File: src/rtl/y86_pkg.sv
// Shared Y86-64 definitions: instruction codes, address type, reset PC default,
// fetch-side FSM state encoding and return-prediction FIFO depth.
package y86_pkg;

    typedef logic [63:0] addr_t;
    typedef logic [3:0]  icode_t;

    localparam icode_t IHALT   = 4'h0;
    localparam icode_t INOP    = 4'h1;
    localparam icode_t IRRMOVQ = 4'h2;
    localparam icode_t IIRMOVQ = 4'h3;
    localparam icode_t IRMMOVQ = 4'h4;
    localparam icode_t IMRMOVQ = 4'h5;
    localparam icode_t IOPQ    = 4'h6;
    localparam icode_t IJXX    = 4'h7;
    localparam icode_t ICALL   = 4'h8;
    localparam icode_t IRET    = 4'h9;
    localparam icode_t IPUSHQ  = 4'hA;
    localparam icode_t IPOPQ   = 4'hB;

    localparam addr_t RESET_PC_DEFAULT = 64'h0;

    // Entries in the FIFO of outstanding RAS-predicted return targets
    localparam int unsigned PRED_DEPTH = 4;

    typedef enum logic {
        FS_IDLE,
        FS_RET_WAIT
    } fetch_state_t;

    // Jumps are predicted taken and calls always go to their target
    function automatic logic takes_valc(input icode_t ic);
        return (ic == IJXX) || (ic == ICALL);
    endfunction

endpackage

File: src/rtl/pc_ras.sv
// Return-address stack plus FIFO of predicted return targets awaiting
// resolution in write-back. Used only when PC_RAS_EN is defined.
// The stack is circular: pushing when full overwrites the oldest entry.
module pc_ras
    import y86_pkg::*;
#(
    parameter int unsigned RAS_DEPTH = 8
) (
    input  logic  clk,
    input  logic  rst_n,
    input  logic  push,
    input  addr_t push_addr,
    input  logic  pop,
    input  logic  clear,
    output addr_t top,
    output logic  empty,
    input  logic  pred_push,
    input  addr_t pred_addr,
    input  logic  pred_pop,
    input  logic  pred_clear,
    output addr_t pred_head,
    output logic  pred_empty
);

    localparam int unsigned AW = (RAS_DEPTH > 1) ? $clog2(RAS_DEPTH) : 1;
    localparam logic [AW:0] RAS_FULL = (AW+1)'(RAS_DEPTH);

    addr_t           stk [RAS_DEPTH];
    logic [AW-1:0]   sp_q;
    logic [AW:0]     cnt_q;

    addr_t           fifo [PRED_DEPTH];
    logic [1:0]      pw_q;
    logic [1:0]      pr_q;
    logic [2:0]      pn_q;
    logic            pop_eff;
    logic            ovf;

    assign top        = stk[sp_q - AW'(1)];
    assign empty      = (cnt_q == '0);
    assign pred_head  = fifo[pr_q];
    assign pred_empty = (pn_q == '0);

    assign pop_eff = pred_pop && (pn_q != '0);
    assign ovf     = pred_push && !pop_eff && (pn_q == 3'(PRED_DEPTH));

    // Stack pointer and occupancy; a clear in the same cycle as a push keeps the new entry
    always_ff @(posedge clk) begin
        if (!rst_n) begin
            sp_q  <= '0;
            cnt_q <= '0;
        end else if (clear) begin
            sp_q  <= push ? AW'(1) : '0;
            cnt_q <= push ? (AW+1)'(1) : '0;
        end else if (push) begin
            sp_q <= sp_q + AW'(1);
            if (cnt_q != RAS_FULL) cnt_q <= cnt_q + (AW+1)'(1);
        end else if (pop && !empty) begin
            sp_q  <= sp_q - AW'(1);
            cnt_q <= cnt_q - (AW+1)'(1);
        end
    end

    // Stack storage
    always_ff @(posedge clk) begin
        if (push) stk[clear ? '0 : sp_q] <= push_addr;
    end

    // Prediction FIFO pointers; overflow drops the oldest prediction
    always_ff @(posedge clk) begin
        if (!rst_n) begin
            pw_q <= '0;
            pr_q <= '0;
            pn_q <= '0;
        end else if (pred_clear) begin
            pr_q <= '0;
            pw_q <= pred_push ? 2'd1 : 2'd0;
            pn_q <= pred_push ? 3'd1 : 3'd0;
        end else begin
            if (pred_push)        pw_q <= pw_q + 2'd1;
            if (pop_eff || ovf)   pr_q <= pr_q + 2'd1;
            pn_q <= pn_q + {2'b00, pred_push} - {2'b00, pop_eff} - {2'b00, ovf};
        end
    end

    // Prediction FIFO storage
    always_ff @(posedge clk) begin
        if (pred_push) fifo[pred_clear ? 2'd0 : pw_q] <= pred_addr;
    end

endmodule

File: src/rtl/pc_select_fetch.sv
// Fetch-side next-PC register and fetch PC selector for the pipelined Y86-64 core.
// Chooses between predicted PC, M-stage jxx fall-through and W-stage ret target,
// tracks outstanding rets, requests fetch bubbles and counts redirects.
// Optional feature macro: PC_RAS_EN (return-address-stack prediction of ret).
module pc_select_fetch
    import y86_pkg::*;
#(
    parameter addr_t       RESET_PC  = RESET_PC_DEFAULT,
    parameter int unsigned CNT_W     = 16,
    parameter int unsigned RAS_DEPTH = 8
) (
    input  logic             clk,
    input  logic             rst_n,
    input  logic [3:0]       f_icode,
    input  logic [63:0]      f_valC,
    input  logic [63:0]      f_valP,
    input  logic             f_stall,
    input  logic [3:0]       M_icode,
    input  logic             M_cnd,
    input  logic [63:0]      M_valA,
    input  logic [3:0]       W_icode,
    input  logic [63:0]      W_valM,
    output logic [63:0]      f_pc,
    output logic             f_bubble_req,
    output logic             flush_req,
    output logic [CNT_W-1:0] mispred_cnt
);

    addr_t            f_predpc_q;
    fetch_state_t     state_q;
    logic [CNT_W-1:0] cnt_q;

    logic  jxx_mispred;
    logic  w_ret;
    logic  f_ret;
    logic  ras_hit;
    logic  ras_miss;
    logic  ret_redirect;
    logic  enter_wait;
    addr_t pred_pc;

    assign jxx_mispred = (M_icode == IJXX) && !M_cnd;
    assign w_ret       = (W_icode == IRET);
    assign f_ret       = (f_icode == IRET);

`ifdef PC_RAS_EN
    addr_t ras_top;
    logic  ras_empty;
    addr_t pred_head;
    logic  pred_empty;

    assign ras_hit      = f_ret && !ras_empty;
    // A W-stage ret with no queued prediction went down the RET_WAIT path
    assign ras_miss     = w_ret && !pred_empty && (pred_head != W_valM);
    assign ret_redirect = w_ret && (pred_empty || (pred_head != W_valM));

    pc_ras #(
        .RAS_DEPTH (RAS_DEPTH)
    ) u_ras (
        .clk        (clk),
        .rst_n      (rst_n),
        .push       ((f_icode == ICALL) && !f_stall),
        .push_addr  (f_valP),
        .pop        (ras_hit && !f_stall),
        .clear      (ras_miss),
        .top        (ras_top),
        .empty      (ras_empty),
        .pred_push  (ras_hit && !f_stall),
        .pred_addr  (ras_top),
        .pred_pop   (w_ret),
        .pred_clear (jxx_mispred),
        .pred_head  (pred_head),
        .pred_empty (pred_empty)
    );

    assign pred_pc = takes_valc(f_icode) ? f_valC :
                     ras_hit             ? ras_top : f_valP;
`else
    // RAS_DEPTH only sizes the stack in the RAS build
    if (RAS_DEPTH == 0) begin : g_no_ras_depth
    end

    assign ras_hit      = 1'b0;
    assign ras_miss     = 1'b0;
    assign ret_redirect = w_ret;
    assign pred_pc      = takes_valc(f_icode) ? f_valC : f_valP;
`endif

    assign enter_wait = f_ret && !f_stall && !ras_hit;

    assign f_pc         = jxx_mispred  ? M_valA :
                          ret_redirect ? W_valM : f_predpc_q;
    assign flush_req    = jxx_mispred || ras_miss;
    assign f_bubble_req = (state_q == FS_RET_WAIT);
    assign mispred_cnt  = cnt_q;

    // Predicted-PC register, held while fetch is stalled
    always_ff @(posedge clk) begin
        if (!rst_n)        f_predpc_q <= RESET_PC;
        else if (!f_stall) f_predpc_q <= pred_pc;
    end

    // Ret-wait FSM: a W ret that coincides with a newly fetched ret re-arms the wait
    always_ff @(posedge clk) begin
        if (!rst_n) begin
            state_q <= FS_IDLE;
        end else begin
            unique case (state_q)
                FS_IDLE: begin
                    if (enter_wait) state_q <= FS_RET_WAIT;
                end
                FS_RET_WAIT: begin
                    if (jxx_mispred) state_q <= FS_IDLE;
                    else if (w_ret)  state_q <= enter_wait ? FS_RET_WAIT : FS_IDLE;
                end
                default: state_q <= FS_IDLE;
            endcase
        end
    end

    // Saturating redirect counter
    always_ff @(posedge clk) begin
        if (!rst_n)                      cnt_q <= '0;
        else if (flush_req && cnt_q != '1) cnt_q <= cnt_q + CNT_W'(1);
    end

endmodule

File: config.mk
export PLATFORM = sky130hd
export DESIGN_NAME = pc_select_fetch
export DESIGN_NICKNAME = d
export VERILOG_FILES = /design/src/rtl/y86_pkg.sv /design/src/rtl/pc_ras.sv /design/src/rtl/pc_select_fetch.sv
export SDC_FILE = /design/constraint.sdc
export NUM_CORES = 1
export LEC_CHECK = 0
export BUFFER_PORTS_ARGS = -buffer_cell sky130_fd_sc_hd__buf_2
export CORE_AREA = 5 5 133 135
export DETAILED_ROUTE_END_ITERATION = 7
export DIE_AREA = 0 0 138 140
export PLACE_DENSITY = 0.74
export SKIP_LAST_GASP = 1
export SLEW_MARGIN = 20
export SYNTH_ARGS = -nofsm -noshare
export SYNTH_HDL_FRONTEND = slang
export SYNTH_SLANG_ARGS = --single-unit
File: constraint.sdc
create_clock -name clk -period 2.2 [get_ports clk]
set_clock_uncertainty 0.2 [all_clocks]
set_input_delay 0.22 -clock clk [delete_from_list [all_inputs] [get_ports clk]]
set_output_delay 0.22 -clock clk [all_outputs]
set_load 0.02 [all_outputs]
## Yosys cells after proc, flatten, opt, wreduce, memory -nomap -nowiden

Index checks and enable logic that the tools add are counted.

- Bits in registers: 81
- Input bits: 272
- Word-level logic and storage cells: 24

- $add $sub $neg: 1
- Equality and inequality tests: 6
- Multiplexer cells: 7
- Bitwise gates (word level): 1
- Reduce and logical (&&, ||, !) cells: 6

Operators with widths:

| kind | count |
|---|---|
| 64-bit two-way mux | 3 |
| 16-bit by 1-bit adder with 16-bit output (second input constant) | 1 |
| 16-bit != test (second input constant) | 1 |
| 4-bit == test (second input constant) | 3 |
| 4-bit by 3-bit == test with 1-bit output (second input constant) | 2 |
| 1-bit logical AND | 3 |
| 1-bit two-way mux | 3 |
| 1-bit zero test | 2 |
| 1-bit one-hot mux with 2 select lines | 1 |
| 1-bit logical OR | 1 |
| 1-bit NOT | 1 |

## Depth between registers and ports, before layout

- Depth in word-level cells: 6
- Mapped depth: 7
- Mapped depth without buffers: 5

## Worst setup path before layout

Ideal clock, no wire load.

- Kind: register to register
- Start point: register cnt_q[0], in the netlist mispred_cnt[0]
- End point: register cnt_q[10], in the netlist mispred_cnt[10]
- Arrival: 1.835 ns
- Data required time: 1.930 ns
- Setup slack: 0.095 ns
- Cell stages (with the launch flop): 6
- Period minus slack after synthesis: 2.105 ns
- Path through: dfxtp_1 -> ha_1 -> nand3_4 -> or4_4 -> or3_1 -> a21oi_1

- Cells in the longest elaborated chain, start to end: 2

Ends and longest elaborated chain:

| what | RTL line | text |
|---|---|---|
| start, declared | pc_select_fetch.sv:31 | `logic [CNT_W-1:0] cnt_q;` |
| start signal, assigned | pc_select_fetch.sv:124 | `else if (flush_req && cnt_q != '1) cnt_q <= cnt_q + CNT_W'(1);` |
| branches (longest 2 deep; another with 16-bit by 1-bit adder with 16-bit output) | -- |  |

Parallel ways; which one is timed is not known.
A chain may end at the register's enable or synchronous reset.

## Worst setup path after layout

- Start point: input W_icode[1]
- End point: output f_pc[63]

- Cells in the longest elaborated chain, start to end: 3

Ends and longest elaborated chain:

| what | RTL line | text |
|---|---|---|
| start, declared | pc_select_fetch.sv:21 | `input logic [3:0] W_icode,` |
| 4-bit == test | pc_select_fetch.sv:43 | `assign w_ret = (W_icode == IRET);` |
| 64-bit two-way mux | pc_select_fetch.sv:92 | `ret_redirect ? W_valM : f_predpc_q;` |
| 64-bit two-way mux | pc_select_fetch.sv:91 | `assign f_pc = jxx_mispred ? M_valA :` |
| end, declared | pc_select_fetch.sv:23 | `output logic [63:0] f_pc,` |

Every way passes these cells.

==> impl_metrics.py <==
metrics = {
    "placed_design": {
        "dp_hpwl_mm": 14.41,
        "port_buffers": 353,
        "gpl.final_weighted_congestion": 0.9426,
    },
    "logic_synthesis": {
        "async_flop_share_pct": 0,
        "synth_compound_area_share_pct": 23.00,
        "synth_top_cell_by_area": "dfxtp_1",
        "avgSynthCellArea_um2": 8.165,
        "synthCells": 609,
        "synth_simple_gate_area_share_pct": 12.18,
        "yosys_top_cell_area_share_pct": 32.61,
        "synth_xor_area_share_pct": 0,
        "synthAdderAreaFrac_pct": 0.2516,
        "syn-num-nets": 882,
        "yosysSeqAreaShare_pct": 32.61,
        "synth_enable_flop_cells": 0,
        "ys_types": 40,
        "dominantRegCellSynth": "dfxtp_1",
        "synth.cell_area_um2": 4972,
        "yosys_register_bits": 81,
        "synth_mux_area_share_pct": 26.37,
        "netlist_top_cells_area": "dfxtp_1 (33%), mux2i_1 (26%), o21ai_0 (14%), a21oi_1 (7.8%), nand2_1 (5.4%)",
        "synth-warning-count": 0,
        "synth_top_family_by_area": "multiplexers",
    },
    "detailed_routing": {
        "number_of_remaining_drc_errors": 0,
        "ant_nets_after_route": 0,
        "dr_total_vias": 6366,
        "route.detailed.wl_per_inst_um": 16.47,
        "initialDrtViolationCount": 285,
        "via_per_inst": 4.954,
        "drt_first_pass_iters": 4,
        "routed_wl_mm": 21.17,
    },
    "min_path": {
        "worst_hold_path_type": "input pin to register",
    },
    "sta": {
        "worst_slew_pin_slew_ps": 587.4,
        "totalNegativeSetupSlack_ps": 0,
        "fin_worst_hold_slack_ps": -3.926,
        "finalSetupViolations": 0,
        "slew_headroom_pct": 60.84,
        "layout_min_cycle_time_ps": 2132,
        "max_fclk_mhz": 469.0,
        "finalHoldViolations": 1,
        "slew_limit_fails": 0,
        "timing.final.crit_share_pct": 96.93,
    },
    "cts": {
        "worst_setup_hold_path_clk_slew_ps": 60,
        "cts-buffers-inserted": 9,
        "cts.path.max_buffers": 2,
        "worst_skew_pair.late_latency_ps": 330,
        "cts_htree_levels": 3,
        "cts_tree": "built",
        "clock_sinks": 81,
        "cts_root_buffer": "clkbuf_16",
    },
    "worst_setup_path": {
        "timing.critical_path.arrival_ps": 1710,
        "cell_class_contributing_the_biggest_share_of_worst_path_delay": "buffers and inverters",
        "crit_path_start_kind": "input pin",
        "critical-path-slowest-cell": "nor4bb_4",
        "path_common_cell": "buf_2",
        "cp_cell_sequence": "buf_2 > nor4bb_4 > buf_4 > buf_6 > mux2i_1 > o21ai_0 > buf_2",
        "worstPathRequired_ps": 1780,
        "type_of_destination_of_the_critical_path": "primary output",
        "cp_num_buf_inv": 4,
        "max_stage_delay_ps": 340,
        "critical_path_peak_fanout": 20,
        "timing.setup.critical_path_class": "input pin to primary output",
    },
    "pwr": {
        "vdd_ir_drop_max_mv": 0.4059,
        "powerDensity_nw_per_um2": 514.3,
        "reported_leakage_power_uw": 0.003696,
    },
    "final_layout": {
        "nets": 1331,
        "finish.utilization_pct": 52.12,
        "final_layout_size_suffix_gt1_share_pct": 38.66,
        "area_delta_synth_final_pct": 71.36,
    },
    "floorplanning": {
        "die_h_um": 140,
        "initial_core_util_pct": 30.41,
        "dieWidth_um": 138,
        "design.die.area_um2": 19320,
        "ios": 354,
        "rows": 47,
        "placeableCoreArea_um2": 16350,
    },
    "run_status": {
        "failed_checks": "negative hold slack",
        "result_of_the_run": "finished, violations left",
    },
    "global_routing": {
        "first_global_vias": 6641,
        "largest_net_degree_at_the_start_of_global_routing": 70,
        "global_route.overflow_total": 0,
        "grt_pass1_wl_mm": 32.53,
        "global_router_s_overall_resource_usage_pct": 20.32,
        "initial_antenna_violation_count": 0,
    },
    "run": {
        "cap_viol_max_count": 0,
    },
}
## cell type report
cell class | count | area [um2]
fillers | 1479 | 7828
repair buffers | 491 | 3164
multi-input cells | 470 | 3102
flip-flops and latches | 81 | 1622
well taps | 220 | 275.3
clock buffers | 12 | 256.5
clock inverters | 4 | 75.07
inverters | 5 | 21.27
diodes | 2 | 5.005
## final timing paths
| path | slack (ps) | depth (start not counted) | to | from |
|---|---|---|---|---|
| hold / removal | -4 | 3 | f_predpc_q[57] | f_valC[57] |
| hold reg to reg | 310 | 2 | mispred_cnt[15] | mispred_cnt[15] |
| setup / recovery | 70 | 7 | f_pc[63] | W_icode[1] |
| setup reg to reg | 140 | 5 | mispred_cnt[10] | mispred_cnt[0] |
## per-layer routing
| metal | share of wire, % | vias up | GRT usage, % |
|---|---|---|---|
| met4 | 3.6 | 0 | 10.30 |
| li1 | - | 3132 | - |
| met2 | 52 | 289 | 36.43 |
| met1 | 37 | 2878 | 21.92 |
| met5 | 0 | - | 0 |
| met3 | 7.6 | 67 | 5.658 |
## where the power goes
group	leakage (uW)	switching, uW	internal [uW]
sequential	0.000669	46.2	1560
combinational	0.00287	553	572
clock	0.000155	599	1060
total	0.00370	1200	3180
## cell usage in the layout (no fill, tap or decap), drive strengths merged, types with 2 or more instances in the layout
cell	count
nand2	71
o31ai	7
dlygate4sd3	108
clkinv	2
bufinv	2
o21ai	136
and2	3
nand4	7
diode	2
buf	382
and4	2
or4	8
mux2i	131
or3	5
nor4	3
clkinvlp	2
dfxtp	81
nand3	2
nand4b	2
nand2b	3
clkbuf	13
inv	3
a21oi	77
nor2	3
## state kept, by name (all words and copies together), names as in the netlist
register,flops
f_bubble_req,1
f_predpc_q,64
mispred_cnt,16
## worst reg2reg max path, stage by stage (launching register included)
cell	delay [ps]
dfxtp_1	380
ha_1	250
nand3_4	130
or4_4	530
or3_1	360
a21oi_1	130
## logic make-up (layout without fill, tap and decap cells)
group | Yosys count | count (layout)
other | 0 | 2
buffers and inverters | 58 | 512
AND/OR/NAND/NOR | 115 | 115
multiplexers | 131 | 131
AO/OA/AOI/OAI | 223 | 223
adder cells (fa/ha/maj) | 1 | 1
flip-flops | 81 | 81
## synthesized netlist by cell type (2+ instances only)
| cell | number |
|---|---|
| nor4_1 | 2 |
| or4_1 | 6 |
| buf_1 | 3 |
| buf_2 | 9 |
| dfxtp_1 | 81 |
| and2_1 | 3 |
| nand2_1 | 71 |
| inv_1 | 5 |
| mux2i_1 | 131 |
| o21ai_0 | 135 |
| o31ai_1 | 7 |
| nand4b_1 | 2 |
| clkbuf_1 | 34 |
| or3_1 | 4 |
| nand4_1 | 6 |
| buf_6 | 6 |
| nor2_1 | 3 |
| nand2b_1 | 3 |
| a21oi_1 | 77 |
## metrics by stage
step | hold WS [ps] | power [uW] | area [um2] | cells | setup slack, ps
after floorplan | 213.8 | 2105 | 4972 | 609 | 94.54
after global placement | 287.1 | 2538 | 7062 | 1156 | 140.4
after detailed placement | 296.9 | 2556 | 7062 | 1156 | 91.23
after CTS | 1.861 | 4398 | 8484 | 1281 | 10.64
after global routing | 17.08 | 4592 | 8516 | 1283 | -22.14
final | -3.926 | 4382 | 8521 | 1285 | 67.57
## what timing repair did
action | 4_1_cts | 5_1_grt
resized for setup | 0 | 4
endpoints found under the hold margin | 57 | 0
hold buffers | 109 | 0
setup buffers | 0 | 2
endpoints found under the setup margin | 0 | 14
Power figures use the tool's default switching activity.
